<file path="config.mk">
export PLATFORM = sky130hd
export DESIGN_NAME = data_bus_arbiter
export DESIGN_NICKNAME = d
export VERILOG_FILES = /design/src/rtl/data_bus_arbiter_pkg.sv /design/src/rtl/data_bus_arbiter_addr_range_check.sv /design/src/rtl/data_bus_arbiter.sv
export SDC_FILE = /design/constraint.sdc
export NUM_CORES = 1
export LEC_CHECK = 0
export ABC_AREA = 1
export CORE_AREA = 2 2 122 124
export CTS_CLUSTER_DIAMETER = 60
export DETAILED_ROUTE_END_ITERATION = 10
export DIE_AREA = 0 0 124 126
export GPL_TIMING_DRIVEN = 0
export PLACE_DENSITY = 0.57
export SYNTH_ARGS = -nofsm -noshare
export SYNTH_HDL_FRONTEND = slang
export SYNTH_SLANG_ARGS = --single-unit
</file>
<file path="constraint.sdc">
create_clock -name clk -period 2.3 [get_ports clk]
set_clock_uncertainty 0.15 [all_clocks]
set_input_delay 0.345 -clock clk [delete_from_list [all_inputs] [get_ports clk]]
set_output_delay 0.345 -clock clk [all_outputs]
set_load 0.05 [all_outputs]
</file>
<file path="src/rtl/data_bus_arbiter_pkg.sv">
// Shared definitions for the data bus arbiter slice.
// Holds the bus_mode encodings, access width encodings, the arbiter FSM state
// type and the default SRAM window used by the arbiter and its range decoder.
package data_bus_arbiter_pkg;

  // Encoding driven on bus_mode.
  typedef enum logic [1:0] {
    BUS_IDLE  = 2'b00,
    BUS_READ  = 2'b01,
    BUS_WRITE = 2'b10
  } bus_mode_e;

  // Access width encodings carried on *_width and bus_reqw.
  localparam logic [1:0] WIDTH_BYTE = 2'b00;
  localparam logic [1:0] WIDTH_HALF = 2'b01;
  localparam logic [1:0] WIDTH_WORD = 2'b10;

  // Arbiter FSM states.
  typedef enum logic [1:0] {
    ST_IDLE = 2'b00,
    ST_ADDR = 2'b01,
    ST_DATA = 2'b10
  } state_e;

  // Default SRAM byte-address window (inclusive on both ends).
  localparam logic [31:0] SRAM_BASE_DEFAULT = 32'h0000_3000;
  localparam logic [31:0] SRAM_LAST_DEFAULT = 32'h0000_3FFF;

endpackage

</file>
<file path="src/rtl/data_bus_arbiter_addr_range_check.sv">
// Address range decoder for the data bus arbiter.
// Flags whether a byte address lies inside the inclusive window
// [BASE_ADDR, LAST_ADDR].
// Ports:
//   addr     - byte address to classify
//   in_range - 1 when BASE_ADDR <= addr <= LAST_ADDR
module addr_range_check
  import data_bus_arbiter_pkg::*;
#(
  parameter logic [31:0] BASE_ADDR = SRAM_BASE_DEFAULT,
  parameter logic [31:0] LAST_ADDR = SRAM_LAST_DEFAULT
) (
  input  logic [31:0] addr,
  output logic        in_range
);

  // Inclusive window compare on both ends.
  always_comb begin
    in_range = 1'b0;
    if ((addr >= BASE_ADDR) && (addr <= LAST_ADDR)) begin
      in_range = 1'b1;
    end else begin
      in_range = 1'b0;
    end
  end

endmodule

</file>
<file path="src/rtl/data_bus_arbiter.sv">
// Round-robin arbiter between a core and a DMA requester sharing one SRAM bus.
// Each access runs IDLE -> ADDR (-> DATA for in-range reads) -> IDLE.
// Out-of-range accesses never reach the bus and complete in ADDR with err.
// Ports:
//   clk, reset                - clock, asynchronous active-high reset
//   core_*/dma_* inputs       - req (held until ready), we, addr, wdata,
//                               width, signed
//   core_*/dma_* outputs      - ready pulse, rdata (reads only), err
//   bus_addr/mode/reqw/reqs   - bus command, driven only in ADDR
//   bus_wdata/bus_wdrive      - write data and its tristate enable
//   bus_rdata                 - read data returned in DATA
//   stall_lw                  - core pipeline stall while core waits
module data_bus_arbiter
  import data_bus_arbiter_pkg::*;
#(
  parameter logic [31:0] SRAM_BASE_ADDR = SRAM_BASE_DEFAULT,
  parameter logic [31:0] SRAM_LAST_ADDR = SRAM_LAST_DEFAULT
) (
  input  logic        clk,
  input  logic        reset,
  input  logic        core_req,
  input  logic        core_we,
  input  logic [31:0] core_addr,
  input  logic [31:0] core_wdata,
  input  logic [1:0]  core_width,
  input  logic        core_signed,
  output logic        core_ready,
  output logic [31:0] core_rdata,
  output logic        core_err,
  input  logic        dma_req,
  input  logic        dma_we,
  input  logic [31:0] dma_addr,
  input  logic [31:0] dma_wdata,
  input  logic [1:0]  dma_width,
  input  logic        dma_signed,
  output logic        dma_ready,
  output logic [31:0] dma_rdata,
  output logic        dma_err,
  output logic [31:0] bus_addr,
  output logic [1:0]  bus_mode,
  output logic [1:0]  bus_reqw,
  output logic        bus_reqs,
  output logic [31:0] bus_wdata,
  output logic        bus_wdrive,
  input  logic [31:0] bus_rdata,
  output logic        stall_lw
);

  state_e      state_q, state_d;
  logic        grant_dma_q, grant_dma_d;
  logic        last_dma_q, last_dma_d;

  logic        sel_we_s;
  logic [31:0] sel_addr_s;
  logic [31:0] sel_wdata_s;
  logic [1:0]  sel_width_s;
  logic        sel_signed_s;
  logic        in_range_s;
  logic        done_s;
  logic        err_s;
  logic [31:0] rdata_s;

  // Select the granted requester's live request fields.
  always_comb begin
    sel_we_s     = 1'b0;
    sel_addr_s   = 32'h0000_0000;
    sel_wdata_s  = 32'h0000_0000;
    sel_width_s  = 2'b00;
    sel_signed_s = 1'b0;
    if (grant_dma_q) begin
      sel_we_s     = dma_we;
      sel_addr_s   = dma_addr;
      sel_wdata_s  = dma_wdata;
      sel_width_s  = dma_width;
      sel_signed_s = dma_signed;
    end else begin
      sel_we_s     = core_we;
      sel_addr_s   = core_addr;
      sel_wdata_s  = core_wdata;
      sel_width_s  = core_width;
      sel_signed_s = core_signed;
    end
  end

  addr_range_check #(
    .BASE_ADDR (SRAM_BASE_ADDR),
    .LAST_ADDR (SRAM_LAST_ADDR)
  ) u_addr_range_check (
    .addr     (sel_addr_s),
    .in_range (in_range_s)
  );

  // State and grant registers; last_dma resets to 1 so the core wins the first tie.
  always_ff @(posedge clk or posedge reset) begin
    if (reset) begin
      state_q     <= ST_IDLE;
      grant_dma_q <= 1'b0;
      last_dma_q  <= 1'b1;
    end else begin
      state_q     <= state_d;
      grant_dma_q <= grant_dma_d;
      last_dma_q  <= last_dma_d;
    end
  end

  // Next-state, arbitration and bus command decode.
  always_comb begin
    state_d     = state_q;
    grant_dma_d = grant_dma_q;
    last_dma_d  = last_dma_q;
    done_s      = 1'b0;
    err_s       = 1'b0;
    rdata_s     = 32'h0000_0000;
    bus_mode    = BUS_IDLE;
    bus_addr    = 32'h0000_0000;
    bus_wdata   = 32'h0000_0000;
    bus_reqw    = 2'b00;
    bus_reqs    = 1'b0;
    bus_wdrive  = 1'b0;
    case (state_q)
      ST_IDLE: begin
        if (core_req || dma_req) begin
          // On a tie the side that was not served last goes next.
          if (core_req && dma_req) begin
            grant_dma_d = ~last_dma_q;
          end else begin
            grant_dma_d = dma_req;
          end
          last_dma_d = grant_dma_d;
          state_d    = ST_ADDR;
        end else begin
          state_d = ST_IDLE;
        end
      end
      ST_ADDR: begin
        if (!in_range_s) begin
          // Decode error: keep the bus idle and complete immediately.
          done_s  = 1'b1;
          err_s   = 1'b1;
          state_d = ST_IDLE;
        end else begin
          bus_mode   = sel_we_s ? BUS_WRITE : BUS_READ;
          bus_addr   = sel_addr_s;
          bus_wdata  = sel_wdata_s;
          bus_reqw   = sel_width_s;
          bus_reqs   = sel_signed_s;
          bus_wdrive = sel_we_s;
          if (sel_we_s) begin
            done_s  = 1'b1;
            state_d = ST_IDLE;
          end else begin
            state_d = ST_DATA;
          end
        end
      end
      ST_DATA: begin
        done_s  = 1'b1;
        rdata_s = bus_rdata;
        state_d = ST_IDLE;
      end
      default: begin
        state_d = ST_IDLE;
      end
    endcase
  end

  // Steer completion to the granted requester only; the other side sees zeros.
  always_comb begin
    core_ready = 1'b0;
    core_err   = 1'b0;
    core_rdata = 32'h0000_0000;
    dma_ready  = 1'b0;
    dma_err    = 1'b0;
    dma_rdata  = 32'h0000_0000;
    if (grant_dma_q) begin
      dma_ready = done_s;
      dma_err   = err_s;
      dma_rdata = rdata_s;
    end else begin
      core_ready = done_s;
      core_err   = err_s;
      core_rdata = rdata_s;
    end
  end

  assign stall_lw = core_req & ~core_ready;

endmodule

</file>
# Word level (Yosys, flattened, before mapping)
# Cells that the tools add are included.
classes:
  order_cmp: 2
  eq_ne: 2
  mux: 36
  bitwise_logic: 3
  n_reduce_logical: 5
op_table:
  columns: ["operator", "count"]
  rows:
  - ["2-to-1 mux 32 bit", 9]
  - [">= comparator 32 x 14 -> 1 bit (second input constant)", 1]
  - ["less-or-equal comparator 32 x 14 -> 1 bit (second input constant)", 1]
  - ["2-to-1 mux 1 bit", 17]
  - ["2-to-1 mux 2 bit", 8]
  - ["case mux 2 bit (2 select lines)", 1]
  - ["equality test 2 x 1 -> 1 bit (second input constant)", 1]
  - ["equality test 2 bit (second input constant)", 1]
  - ["logical AND 1 bit", 2]
  - ["zero test 2 bit", 1]
  - ["inverter 1 bit", 2]
  - ["case mux 1 bit (2 select lines)", 1]
  - ["AND reduction 2 bit", 1]
  - ["AND 1 bit", 1]
  - ["logical OR 1 bit", 1]
totals:
  ff_bits: 4
  inputBits: 172
  wordCells: 51

# Longest topological paths before layout
# Gate-level depths: netlist of the first run.
depth:
  word_depth: 9
  ltp_mapped: 13

# By module
# Synthesis of the first run repeated with hierarchy kept, for this count alone.
hier_totals:
  hier_cells: 422
  hier_area_um2: 2100.8
by_module_without_submodules:
  columns: ["mod", "n_inst", "cells_per_inst", "area_each_um2", "seq_area_each_um2"]
  rows:
  - ["data_bus_arbiter", 1, 404, 2023.2, 101.3]
  - ["addr_range_check", 1, 18, 77.6, 0.0]

# Least setup slack after synthesis of the first run
# OpenSTA, ideal clock, no wires.
synth_path:
  path_kind: "flip-flop to output port"
  start: "reg grant_dma_q"
  end: "out bus_mode[1]"
  arrival_ns: 2.250
  t_required_ns: 1.805
  slack_ns: -0.445
  stages_incl_launch_ff: 10
  cell_sequence: "dfrtp_1 > buf_6 > or2_1 > o21ai_1 > nand2_1 > nor4_2 > nand3_2 > buf_6 > nor2_2 > buf_4"
synth_via:
  elab_chain_cells: 6
synth_rtl:
  columns: ["item", "line_no", "source"]
  rows:
  - ["start, declared", "data_bus_arbiter.sv:50", "logic grant_dma_q, grant_dma_d;"]
  - ["start signal, assigned", "data_bus_arbiter.sv:101", "grant_dma_q <= grant_dma_d;"]
  - ["2-to-1 mux 32 bit", "data_bus_arbiter.sv:70", "if (grant_dma_q) begin"]
  - [">= comparator 32 x 14 -> 1 bit or less-or-equal comparator 32 x 14 -> 1 bit (tied branches)", "data_bus_arbiter_addr_range_check.sv:20", "if ((addr >= BASE_ADDR) && (addr <= LAST_ADDR)) begin"]
  - ["logical AND 1 bit", "data_bus_arbiter_addr_range_check.sv:20", null]
  - ["2-to-1 mux 1 bit", "data_bus_arbiter_addr_range_check.sv:20", null]
  - ["2-to-1 mux 2 bit *", "data_bus_arbiter.sv:136", "if (!in_range_s) begin"]
  - ["2-to-1 mux 2 bit *", "data_bus_arbiter.sv:120", "case (state_q)"]
  - ["end, declared", "data_bus_arbiter.sv:40", "output logic [1:0] bus_mode,"]
# Every way passes the cells marked *; elsewhere a longest branch is shown, timed or not.

# Worst setup path after layout of the first run
# Ends and elaborated chain as after synthesis.

==> results.py, run 1 <==
metrics = {
    "cts": {
        "cts_max_level": 1,
        "cts_sinks": 4,
        "clk_latency_ns": 0.22,
        "cts-root-buf": "clkbuf_16",
        "path_clk_slew_ns": 0.03,
        "cts_tree": "built",
        "cts_buffer_depth": 2,
        "cts_made_buffers": 3,
    },
    "worst_setup_path": {
        "cp_slowest_cell": "dfrtp_1",
        "end_kind": "output port",
        "cp_common_cell": "buf_6",
        "reg2reg_to": "state_q[1]",
        "worst_ep_arrival_time_ns": 2.33,
        "r2r_cells": 11,
        "start_kind": "register",
        "worstPathCellList": "buf_6 > buf_6 > nand2_4 > nand2_4 > nor4_4 > nand2_1 > nor2_2 > nand3_4 > buf_12 > buf_12 > nor2_4 > buf_6 > buf_8",
        "crit_fanout": 8,
        "worstSetupPathType": "register to output port",
        "r2r_setup_slack_ns": 0.25,
        "crit_required_ns": 1.80,
        "r2r_start": "grant_dma_q",
        "max_stage_delay_ns": 0.40,
    },
    "placement": {
        "dp_hpwl_um": 11200,
        "gp_congestion": 0.812,
        "dpl_cell_area_sq_um": 5870,
        "portBuffers": 292,
    },
    "synthesis": {
        "synth_cell_types": 27,
        "syn_inst": 366,
        "synthFlopType": "dfrtp_1",
        "synth-edff-count": 0,
        "async_flop_share": 1.00,
        "yosysWarnings": 0,
        "ys_seq_elements": 4,
        "synth.avg_cell_area_sq_um": 5.74,
        "syn_area_sq_um": 2100,
        "synth.yosys.seq_area_share": 0.0483,
    },
    "flow_run": {
        "drv_cap": 0,
    },
    "power_and_ir_drop": {
        "p_leak_nw": 2.94,
        "power_mw": 1.78,
        "powerDensity_nw_per_um2": 271,
        "vdd_drop_max_v": 0.000181,
    },
    "drt": {
        "drtAntennaViolNets": 0,
        "vias": 3595,
        "viasPerCell": 4.09,
        "wire_per_inst_um": 15.5,
        "dr.pass1.iters": 4,
        "drc": 0,
        "drt-total-wl_um": 13600,
        "drtIter0Drc": 91,
    },
    "sta": {
        "worst_pin_slew_ns": 0.528,
        "drv_slew": 0,
        "fin_crit_ns": 2.82,
        "setup_viol": 57,
        "relSlewSlack": 0.650,
        "fin_ws_ns": -0.521,
        "fmax_mhz": 355,
        "min_period_over_period": 1.23,
        "hold_viol": 0,
        "rsz0062_at_grt": "true",
    },
    "finish": {
        "fin_nets": 872,
        "drive_gt1_frac": 0.481,
        "multiInputGateArea_sq_um": 2350,
        "diodes": 0,
        "synthToLayoutAreaGrowth_pct": 214,
        "n_fill_cell": 1447,
        "design_area_sq_um": 6580,
        "seqCellArea_sq_um": 101,
    },
    "global_routing": {
        "grt_max_degree": 11,
        "grt_antenna_before_repair": 0,
        "grt_usage": 0.166,
        "grt_overflow": 0,
        "grt_pass1_wl_um": 20100,
        "first_global_vias": 3736,
    },
    "floorplan": {
        "core_sq_um": 14300,
        "die_y_um": 126,
        "die_w_um": 124,
        "rows": 44,
        "start_util": 0.147,
        "ioPinCount": 311,
        "die-area_sq_um": 15600,
    },
    "status": {
        "outcome": "finished, violations left",
        "violations": "setup timing",
    },
    "min_path": {
        "hp-class": "input port to asynchronous set/reset pin",
    },
}
cells by family (layout without fill, tap and decap cells):
| kind of cell | count (synthesis) | in the layout | share of synthesized area |
|---|---|---|---|
| buf+inv | 96 | 409 | 0.238 |
| flops | 4 | 4 | 0.0483 |
| compound gates | 7 | 7 | 0.0179 |
| mux | 47 | 47 | 0.224 |
| simple gates | 208 | 208 | 0.452 |
| other cells | 1 | 18 | 0.00179 |
| fa+ha+maj | 3 | 3 | 0.0179 |
cell usage in the layout, fill, tap and decap left out, drive strengths merged:
cell and instances:
nor4 2, a21oi 1, nand4 3, dfstp 1
or2 3, inv 48, nand3 5, clkdlybuf4s15 10
nor2 65, clkdlybuf4s18 1, o21ai 5, clkbuf 15
buf 164, ha 3, clkdlybuf4s50 171, nand2 65
nor3 65, o21a 1, mux2i 47, conb 18
dfrtp 3
how the worst max path moves through the flow:
stage	from	end	slack, ns	cells after the start
6_report	grant_dma_q	bus_mode[1]	-0.52	13
5_1_grt	grant_dma_q	bus_mode[1]	-0.63	13
4_1_cts	grant_dma_q	bus_mode[1]	-0.51	11
3_5_place_dp	core_addr[29]	bus_mode[0]	-1.41	12
3_3_place_gp	core_addr[29]	bus_mode[0]	-1.41	12
2_1_floorplan	grant_dma_q	core_rdata[27]	-0.28	4
timing repair:
item / in CTS / in global routing
gates cloned: 3 / 0
resized for setup: 728 / 205
hold buffers: 0 / 0
pin swaps: 8 / 14
buffers inserted: 10 / 7
setup endpoints to repair: 121 / 103
stage by stage:
| step | instances | setup TNS, ns | util | hold WS [ns] | worst slack, ns |
|---|---|---|---|---|---|
| global route | 880 | -30.94 | 0.460 | 0.214 | -0.627 |
| detailed placement | 859 | -103.67 | 0.410 | 0.343 | -1.41 |
| global placement | 859 | -103.58 | 0.410 | 0.323 | -1.41 |
| floorplan | 383 | -4.40 | - | -0.0396 | -0.275 |
| CTS | 876 | -23.47 | 0.450 | 0.162 | -0.507 |
| finish | 880 | -24.11 | 0.460 | 0.157 | -0.521 |
registers in the layout (all words and copies together) (netlist names):
name and cells:
state_q 2, grant_dma_q 1, last_dma_q 1
synth_stat cells, types with 2 or more instances:
| master | instances | share of area |
|---|---|---|
| buf_1 | 7 | 0.013 |
| buf_2 | 3 | 0.0071 |
| buf_4 | 20 | 0.072 |
| buf_6 | 8 | 0.043 |
| clkbuf_1 | 10 | 0.018 |
| dfrtp_1 | 3 | 0.036 |
| ha_1 | 3 | 0.018 |
| inv_1 | 46 | 0.082 |
| inv_2 | 2 | 0.0036 |
| mux2i_1 | 47 | 0.22 |
| nand2_1 | 65 | 0.12 |
| nand3_1 | 4 | 0.0095 |
| nand4_1 | 3 | 0.0089 |
| nor2_1 | 45 | 0.080 |
| nor2_2 | 20 | 0.060 |
| nor3_1 | 65 | 0.15 |
| o21ai_0 | 3 | 0.0071 |
| o21ai_1 | 2 | 0.0048 |
| or2_2 | 2 | 0.0060 |
metal layers:
metal,part of all wire,track usage,up-vias
li1,-,-,1791
met1,0.34,0.173,1622
met2,0.55,0.318,174
met3,0.11,0.0571,8
met4,0.0098,0.0297,0
met5,0,0,-
area by class of cell:
class	instances	area share
buffer	48	0.0661
clock buffer	4	0.0120
inverter	48	0.0274
multi-input combinational	283	0.357
sequential	4	0.0154
tap	184	0.0350
timing repair buffer	309	0.488
report_power, final:
| part | total, mW | internal (mW) | leakage, nW | switching, mW |
|---|---|---|---|---|
| registers | 0.0907 | 0.0829 | 0.0486 | 0.00788 |
| logic | 1.42 | 0.652 | 2.85 | 0.763 |
| clock network | 0.279 | 0.229 | 0.0382 | 0.0496 |
| total | 1.78 | 0.964 | 2.94 | 0.820 |
worst max-delay path: cells and delay by family (launching register included):
family | cells | cell delay (ns)
DFF | 1 | 0.40
and+or+nand+nor | 7 | 0.83
buffers and inverters | 6 | 0.84
Power figures use the tool's default switching activity.
==> run 2, diff against run 1 <==
Settings changed: CTS_CLUSTER_DIAMETER 60 to 50.
==> results of run 2 <==
Final layout, timing and power as in run 1 (identical DEF).
==> run 3, diff against run 2 <==
Settings changed: TNS_END_PERCENT set to 20.
==> run 3 against run 2 <==
The run still ends with setup timing left. Routed wire length down 7.4%. Via count shrank 1.3%. Setup slack gained 0.038 ns. Critical path depth decreased by 2. Clock power about the same. Sequential power increased by 2.5%. Largest power group unchanged.
==> results.py, run 3 (same netlist as run 1, synthesis figures left out) <==
metrics = {
    "power_and_ir_drop": {
        "p_leak_nw": 2.75,
        "p_sw_frac": 0.447,
        "switchingPower_mw": 0.716,
        "vdd_drop_max_v": 0.000188,
        "powerDensity_nw_per_um2": 276,
        "p_clk_frac": 0.175,
        "seqPwrFrac": 0.058,
        "pwr-share-comb": 0.767,
        "p_int_mw": 0.888,
    },
    "drt": {
        "drtAntennaViolNets": 0,
        "dr.pass1.iters": 4,
        "wire_per_inst_um": 14.5,
        "drt-total-wl_um": 12600,
        "drc": 0,
        "vias": 3550,
        "viasPerCell": 4.08,
        "drtIter0Drc": 96,
    },
    "worst_setup_path": {
        "worst_ep_arrival_time_ns": 2.29,
        "r2r_cells": 9,
        "start_kind": "register",
        "reg2reg_to": "state_q[1]",
        "crit_fanout": 8,
        "r2r_setup_slack_ns": 0.27,
        "crit_required_ns": 1.80,
        "worstSetupPathType": "register to output port",
        "end_kind": "output port",
        "r2r_start": "grant_dma_q",
    },
    "global_routing": {
        "grt_overflow": 0,
        "grt_antenna_before_repair": 0,
        "grt_pass1_wl_um": 17600,
        "grt_max_degree": 11,
        "grt_usage": 0.143,
        "first_global_vias": 3466,
    },
    "floorplan": {
        "ioPinCount": 311,
        "rows": 44,
        "die_y_um": 126,
        "start_util": 0.147,
        "die_w_um": 124,
        "die-area_sq_um": 15600,
        "core_sq_um": 14300,
    },
    "min_path": {
        "hp-class": "input port to asynchronous set/reset pin",
    },
    "sta": {
        "fin_crit_ns": 2.78,
        "min_period_over_period": 1.21,
        "rsz0062_at_grt": "true",
        "holdWs_ns": 0.159,
        "drv_slew": 0,
        "hold_viol": 0,
        "setup_viol": 66,
        "fin_ws_ns": -0.483,
        "fmax_mhz": 359,
    },
    "placement": {
        "dp_hpwl_um": 10500,
        "portBuffers": 292,
        "gp_congestion": 0.796,
        "numPlacedInstances": 859,
    },
    "cts": {
        "path_clk_slew_ns": 0.03,
        "cts_made_buffers": 3,
        "cts_sinks": 4,
        "cts_buffer_depth": 2,
        "clk_latency_ns": 0.23,
        "cts-root-buf": "clkbuf_16",
        "cts_max_level": 1,
        "cts_tree": "built",
    },
    "status": {
        "outcome": "finished, violations left",
        "violations": "setup timing",
    },
    "finish": {
        "reg_top3": "state_q x2, grant_dma_q x1, last_dma_q x1",
        "fin_nets": 863,
        "final_cell_mix": "clkdlybuf4s50_1, nor3_1, nand2_1",
        "synthToLayoutAreaGrowth_pct": 177,
        "drive_gt1_frac": 0.364,
        "diodes": 0,
        "top_register": "state_q",
        "final_common_cell": "clkdlybuf4s50_1",
        "largest_reg_flops": 2,
        "final_cells": 871,
    },
    "flow_run": {
        "drv_cap": 0,
    },
}
## run 3: changes by cell type in the layout (fill, tap and decap cells not counted), moves of 14 or more
cell	delta
buf_8	-15
nor2_4	-14
clkbuf_4	+18
nor3_1	+55
nor3_2	-50
buf_6	-17
## run 3: power groups by stage
| stage | clock (mW) | combinational, mW | sequential (mW) |
|---|---|---|---|
| 2_1_floorplan | 0 | 0.667 | 0.0889 |
| 3_3_place_gp | 0 | 1.11 | 0.0902 |
| 3_5_place_dp | 0 | 1.12 | 0.0907 |
| 4_1_cts | 0.286 | 1.14 | 0.0901 |
| 5_1_grt | 0.296 | 1.33 | 0.0942 |
| 6_report | 0.280 | 1.23 | 0.0930 |
## run 3: area by class of cell
type	instances	area [sq um]
fill	1501	8490
timing repair buffer	300	2930
multi-input combinational	283	1910
buffer	48	387
tap	184	230
inverter	48	183
sequential	4	103
clock buffer	4	78.8
## run 3: how the worst max path moves through the flow
stage,start,end,cells past startpoint
2_1_floorplan,grant_dma_q,core_rdata[27],4
3_3_place_gp,core_addr[29],bus_mode[1],12
4_1_cts,grant_dma_q,bus_mode[0],10
3_5_place_dp,core_addr[29],bus_mode[1],12
5_1_grt,grant_dma_q,bus_mode[1],13
6_report,grant_dma_q,bus_mode[1],11
## run 3: what timing repair did
action	in CTS	in global routing
setup endpoints to repair	121	118
cloned	0	4
setup buffers	0	4
gates resized for setup	540	294
pin swaps	0	8
hold buffers	0	0
## run 3: worst max-delay path, cell delays in order, from the launching register on
cell and delay, ns:
dfrtp_2 0.43, buf_6 0.15, buf_8 0.13, nand2_2 0.04, nand4_1 0.17, nor4_4 0.36, nand3_4 0.11, buf_12 0.17
buf_12 0.14, nor2_4 0.11, buf_6 0.11, buf_12 0.13
## run 3: metrics by stage
| step | setup slack (ns) | util | area (sq um) | setup TNS (ns) | power [mW] |
|---|---|---|---|---|---|
| after CTS | -0.554 | 0.380 | 5430 | -32.14 | 1.51 |
| after floorplan | -0.275 | - | 2340 | -14.02 | 0.756 |
| after detailed placement | -1.28 | 0.384 | 5500 | -90.23 | 1.21 |
| final | -0.483 | 0.407 | 5820 | -23.36 | 1.60 |
| after global routing | -0.610 | 0.407 | 5820 | -33.25 | 1.72 |
| after global placement | -1.34 | 0.384 | 5500 | -91.81 | 1.20 |
## run 3: layer usage
metal | routed length, um | vias to the layer above | track usage
li1 | - | 1776 | -
met1 | 4280 | 1590 | 0.141
met2 | 7080 | 178 | 0.305
met3 | 1200 | 6 | 0.0276
met4 | 70 | 0 | 0.0165
met5 | 0 | - | 0
